===== src/rtl/led_strip_tx_pkg.sv =====
// Shared definitions for the LED strip output path: GRB colour constants,
// default 100 MHz WS2812 timing and the transmitter state encoding.
package led_strip_tx_pkg;

    localparam int LED_BITS = 24;

    // Colours packed G,R,B (most significant byte is green)
    localparam logic [LED_BITS-1:0] OFF    = 24'h00_00_00;
    localparam logic [LED_BITS-1:0] RED    = 24'h00_FF_00;
    localparam logic [LED_BITS-1:0] ORANGE = 24'hA5_FF_00;
    localparam logic [LED_BITS-1:0] GREEN  = 24'hFF_00_00;
    localparam logic [LED_BITS-1:0] CYAN   = 24'hFF_00_FF;
    localparam logic [LED_BITS-1:0] BLUE   = 24'h00_00_FF;
    localparam logic [LED_BITS-1:0] VIOLET = 24'h00_80_FF;

    localparam int NUM_LEDS_DEF = 5;
    localparam int T0H_DEF      = 40;
    localparam int T1H_DEF      = 80;
    localparam int TBIT_DEF     = 125;
    localparam int TRESET_DEF   = 6000;

    typedef enum logic [1:0] {
        ST_IDLE  = 2'd0,
        ST_HIGH  = 2'd1,
        ST_LOW   = 2'd2,
        ST_LATCH = 2'd3
    } tx_state_t;

endpackage


===== src/rtl/led_bit_timer.sv =====
// Per-bit cycle counter: flags the end of the high pulse (length chosen by
// the bit value) and the end of the full bit period.
module led_bit_timer #(
    parameter int T0H   = 40,
    parameter int T1H   = 80,
    parameter int TBIT  = 125,
    parameter int TMR_W = 13
) (
    input  logic clk,
    input  logic reset,
    input  logic start,
    input  logic run,
    input  logic bit_val,
    output logic hi_last,
    output logic bit_last
);

    localparam logic [TMR_W-1:0] T0H_LAST  = TMR_W'(T0H - 1);
    localparam logic [TMR_W-1:0] T1H_LAST  = TMR_W'(T1H - 1);
    localparam logic [TMR_W-1:0] TBIT_LAST = TMR_W'(TBIT - 1);

    logic [TMR_W-1:0] cnt;

    // start wins over run so a new bit always begins counting from zero
    always_ff @(posedge clk or negedge reset) begin
        if (!reset) begin
            cnt <= '0;
        end else if (start) begin
            cnt <= '0;
        end else if (run) begin
            cnt <= cnt + TMR_W'(1);
        end
    end

    assign hi_last  = (cnt == (bit_val ? T1H_LAST : T0H_LAST));
    assign bit_last = (cnt == TBIT_LAST);

endmodule


===== src/rtl/led_strip_tx.sv =====
// WS2812-class serial transmitter: latches a GRB frame on Load, sends it MSB
// first as NRZ pulse-width bits, then holds the line low for the latch gap.
module led_strip_tx
    import led_strip_tx_pkg::*;
#(
    parameter int NUM_LEDS = NUM_LEDS_DEF,
    parameter int T0H      = T0H_DEF,
    parameter int T1H      = T1H_DEF,
    parameter int TBIT     = TBIT_DEF,
    parameter int TRESET   = TRESET_DEF
) (
    input  logic                         clk,
    input  logic                         reset,
    input  logic [NUM_LEDS*LED_BITS-1:0] GRBin,
    input  logic                         Load,
    output logic                         Dout,
    output logic                         Busy,
    output logic                         Done
);

    localparam int FRAME_W = NUM_LEDS * LED_BITS;
    localparam int CNT_W   = $clog2(FRAME_W);
    localparam int TMR_MAX = (TBIT > TRESET) ? TBIT : TRESET;
    localparam int TMR_W   = $clog2(TMR_MAX + 1);

    localparam logic [CNT_W-1:0] LAST_BIT   = CNT_W'(FRAME_W - 1);
    localparam logic [TMR_W-1:0] LAST_LATCH = TMR_W'(TRESET - 1);

    tx_state_t          state, state_n;
    logic [FRAME_W-1:0] shreg, shreg_n;
    logic [CNT_W-1:0]   bitcnt, bitcnt_n;
    logic [TMR_W-1:0]   lcnt, lcnt_n;
    logic               bit_start, bit_run, hi_last, bit_last;

    led_bit_timer #(
        .T0H   (T0H),
        .T1H   (T1H),
        .TBIT  (TBIT),
        .TMR_W (TMR_W)
    ) u_bit_timer (
        .clk      (clk),
        .reset    (reset),
        .start    (bit_start),
        .run      (bit_run),
        .bit_val  (shreg[FRAME_W-1]),
        .hi_last  (hi_last),
        .bit_last (bit_last)
    );

    always_comb begin
        state_n   = state;
        shreg_n   = shreg;
        bitcnt_n  = bitcnt;
        lcnt_n    = lcnt;
        bit_start = 1'b0;
        bit_run   = 1'b0;
        case (state)
            ST_IDLE: begin
                if (Load) begin
                    shreg_n   = GRBin;
                    bitcnt_n  = '0;
                    lcnt_n    = '0;
                    bit_start = 1'b1;
                    state_n   = ST_HIGH;
                end
            end
            ST_HIGH: begin
                bit_run = 1'b1;
                if (hi_last) begin
                    state_n = ST_LOW;
                end
            end
            ST_LOW: begin
                bit_run = 1'b1;
                if (bit_last) begin
                    if (bitcnt == LAST_BIT) begin
                        lcnt_n  = '0;
                        state_n = ST_LATCH;
                    end else begin
                        shreg_n   = {shreg[FRAME_W-2:0], 1'b0};
                        bitcnt_n  = bitcnt + CNT_W'(1);
                        bit_start = 1'b1;
                        state_n   = ST_HIGH;
                    end
                end
            end
            ST_LATCH: begin
                if (lcnt == LAST_LATCH) begin
                    lcnt_n  = '0;
                    state_n = ST_IDLE;
                end else begin
                    lcnt_n = lcnt + TMR_W'(1);
                end
            end
            default: state_n = ST_IDLE;
        endcase
    end

    // Outputs are registered from next-state so they line up with the state register
    always_ff @(posedge clk or negedge reset) begin
        if (!reset) begin
            state  <= ST_IDLE;
            shreg  <= '0;
            bitcnt <= '0;
            lcnt   <= '0;
            Dout   <= 1'b0;
            Busy   <= 1'b0;
            Done   <= 1'b0;
        end else begin
            state  <= state_n;
            shreg  <= shreg_n;
            bitcnt <= bitcnt_n;
            lcnt   <= lcnt_n;
            Dout   <= (state_n == ST_HIGH);
            Busy   <= (state_n != ST_IDLE);
            Done   <= (state_n == ST_LATCH) && (lcnt_n == LAST_LATCH);
        end
    end

endmodule

===== config.mk =====
export PLATFORM = sky130hd
export DESIGN_NAME = led_strip_tx
export DESIGN_NICKNAME = d
export VERILOG_FILES = /design/src/rtl/led_strip_tx_pkg.sv /design/src/rtl/led_bit_timer.sv /design/src/rtl/led_strip_tx.sv
export SDC_FILE = /design/constraint.sdc
export NUM_CORES = 1
export LEC_CHECK = 0
export BUFFER_PORTS_ARGS = -buffer_cell sky130_fd_sc_hd__buf_2
export CORE_AREA = 2 2 103 155
export CTS_CLUSTER_SIZE = 28
export DETAILED_ROUTE_END_ITERATION = 8
export DIE_AREA = 0 0 105 157
export PLACE_DENSITY = 0.72
export SLEW_MARGIN = 10
export SYNTH_ARGS = -nofsm -noshare
export SYNTH_HDL_FRONTEND = slang
export SYNTH_HIERARCHICAL = 1
export SYNTH_SLANG_ARGS = --single-unit

===== constraint.sdc =====
create_clock -name clk -period 3.8 [get_ports clk]
set_clock_uncertainty 0.2 [all_clocks]
set_input_delay 0.19 -clock clk [delete_from_list [all_inputs] [get_ports clk]]
set_output_delay 0.19 -clock clk [all_outputs]
set_load 0.02 [all_outputs]

==> run_results.csv <==
group,metric,value,unit
sta,setup_violations,0,
routing,routed_wl,20300,um
setup_path,setup.worst_path.start_class,"register",
final_layout,drive_above_1_share,0.280,
routing,avgRoutedWirePerCell,17.9,um
setup_path,critPathCaptureType,"register",
power_and_ir_drop,power.total,6.48,mW
synthesis,synth_top_area_cell,"dfrtp_1",
setup_path,critPathArrivalTime,3.42,ns
sta,worst_pin_slew,0.872,ns
global_route,grt_usage,0.251,
setup_path,r2r_start,"u_bit_timer/cnt[9]$_DFFE_PN0P_",
sta,tns,0,ns
hold_path,min_from,"Load",
routing,drc,0,
floorplan,die_w,105,um
place,portBuffers,125,
clock_tree,post_cts.repair.setup_buffers,0,
hold_path,hold_path_class,"input port to register",
power_and_ir_drop,power_switching,2.21,mW
floorplan,io-pin-count,126,
routing,ant_nets,0,
setup_path,crit_type,"register to register",
setup_path,crit_path_max_fanout,8,
global_route,first_global_vias,6972,
routing,num_vias,6612,
power_and_ir_drop,p_leak,4.10,nW
synthesis,synth-edff-count,0,
status,run_status,"completed",
final_layout,layout_commonest_cell,"dfrtp_1",
clock_tree,cts_tree,"built",
floorplan,rows,55,
power_and_ir_drop,cell_internal_pwr,4.27,mW
synthesis,ys_seq_area_frac,0.518,
synthesis,synth.avg_cell_area,10.9,um2
sta,maxClockFrequency,0.302,GHz
sta,fin_crit,3.31,ns
final_layout,antennaDiodeCount,0,
global_route,grt_max_degree,98,
synthesis,synth_top_cell_area_share,0.518,
final_layout,final_nets,1051,
sta,slew_headroom,0.418,
routing,vias_per_cell,5.84,
place,dp_hpwl,11800,um
power_and_ir_drop,seqPwrFrac,0.444,
power_and_ir_drop,clockPowerShare,0.262,
place,gp_congestion,0.941,
floorplan,initial_core_util,0.508,
final_layout,final_cells,1132,
synthesis,synthTopCellsByArea,"dfrtp_1 52%, o221a_2 11%, or3_1 6.6%",
sta,rsz0062_at_grt,"false",
clock_tree,cts.clk_slew.worst_paths,0.07,ns
clock_tree,htree_levels,4,
global_route,antenna_found_initial,0,
synthesis,netlist_area,7630,um2
flow_run,maxCapViolations,0,
sta,drv_slew,0,
power_and_ir_drop,combinationalPowerShare,0.294,
sta,fin_crit_sh,0.871,
clock_tree,clock_latency,0.43,ns
setup_path,required,3.91,ns
floorplan,die_h,157,um
synthesis,syn_inst,698,
synthesis,synth-seq-cells,158,
synthesis,synth-async-reset-ratio,1.00,
floorplan,die_area,16500,um2
power_and_ir_drop,irDropWorstVdd,379,uV
clock_tree,cts.sinks,158,
clock_tree,cts_buffers,17,
setup_path,critPathLaunch,"u_bit_timer/cnt[9]$_DFFE_PN0P_",
clock_tree,cts.path.max_buffers,2,
place,dp_cells,979,
final_layout,mostFrequentLayoutCells,"158 x dfrtp_1, 124 x buf_2, 121 x dlygate4sd3_1",
power_and_ir_drop,switching_share,0.341,
synthesis,synth_ff_type,"dfrtp_1",
sta,finalHoldViolCount,0,
sta,timing.hold.ws,0.0542,ns
routing,dr.pass1.iters,5,
clock_tree,root_buffer,"clkbuf_16",
global_route,grt_pass1_wl,33500,um
synthesis,ys_types,56,
global_route,gr-total-overflow,0,
floorplan,core,15000,um2
final_layout,area_growth,33.6,%
synthesis,yosysWarningCount,6,
power_and_ir_drop,power_density,636,nW/um2
synthesis,synthesis.nets,829,
routing,drt_iter0_drc,491,
[synthesized netlist by cell type, drive strengths merged, types with 5 or more instances]
| master | count |
|---|---|
| dfrtp | 158 |
| or3 | 80 |
| o221a | 77 |
| nand2 | 67 |
| o21ai | 55 |
| clkbuf | 43 |
| mux2i | 43 |
| nor2 | 23 |
| inv | 16 |
| buf | 11 |
| nand3 | 11 |
| ha | 8 |
| nand4 | 8 |
| nor4 | 8 |
| nor2b | 6 |
| nor3 | 6 |
| xor2 | 6 |
| a31oi | 5 |
| or4 | 5 |
[final cells by class]
class	count	area, um2
multi-input cells	469	3420
clock buffers	20	447
clock inverters	12	136
flip-flops and latches	158	3950
inverters	17	63.8
repair buffers	257	1930
well taps	199	249
fillers	1132	4810
[state kept, by name, indices dropped and copies added (netlist names)]
signal and count:
state 2, u_bit_timer/cnt 13, Busy 1, lcnt 13, Done 1, bitcnt 7, shreg 120, Dout 1
[power by group through the flow]
stage | sequential (mW) | clock, mW | combinational (mW)
finish | 2.88 | 1.70 | 1.91
global route | 2.96 | 1.79 | 2.12
CTS | 2.84 | 1.72 | 1.88
detailed placement | 2.85 | 0 | 1.78
global placement | 2.82 | 0 | 1.69
floorplan | 2.73 | 0 | 1.37
[critical path: stages, from the launching register on]
cell      delay (ns)
dfrtp_1         0.44
nor4_1          0.32
nand2_1         0.14
nor3_1          0.34
o21ai_1         0.26
o21ai_1         0.54
o211ai_4        0.19
nor4_1          0.39
mux2_2          0.38
[timing repair]
item                                   CTS  global route
endpoints found under the hold margin  215             0
hold buffers                           121             0
gates resized for setup                  0             0
[per-layer routing]
layer  wire length, um  GRT usage  share of wire
met3               627     0.0360          0.031
met2             10700      0.445           0.53
met4               740      0.131          0.036
met5                 0          0              0
met1              8200      0.297           0.40
[cell families (layout without fill, tap and decap cells)]
family                     after synthesis  in the layout  synth area share
AOI/OAI and AO/OA                      172            172             0.194
adders and majority gates                8              8            0.0131
and+or+nand+nor                        232            232             0.164
xor gates and xnor gates                10             10            0.0115
buffers and inverters                   71            306            0.0366
muxes                                   47             47            0.0623
DFF                                    158            158             0.518
[worst paths after layout]
check / to / slack, ns / depth (start not counted)
setup / recovery: u_bit_timer/cnt[11]$_DFFE_PN0P_ / 0.49 / 8
hold / removal: bitcnt[4]$_DFFE_PN0P_ / 0.05 / 4
setup reg to reg: u_bit_timer/cnt[11]$_DFFE_PN0P_ / 0.49 / 8
hold reg to reg: shreg[78]$_DFFE_PN0P_ / 0.28 / 2
max in group asynchronous: bitcnt[1]$_DFFE_PN0P_ / 2.14 / 3
min in group asynchronous: shreg[108]$_DFFE_PN0P_ / 0.25 / 2
[metrics by stage]
step           setup WS [ns]  utilization  instance area, um2
2_1_floorplan           1.10            -                7630
3_3_place_gp           0.722        0.560                8400
3_5_place_dp           0.569        0.560                8400
4_1_cts                0.524        0.679               10200
5_1_grt                0.277        0.679               10200
6_report               0.490        0.679               10200
(Power assumes the default switching activity.)
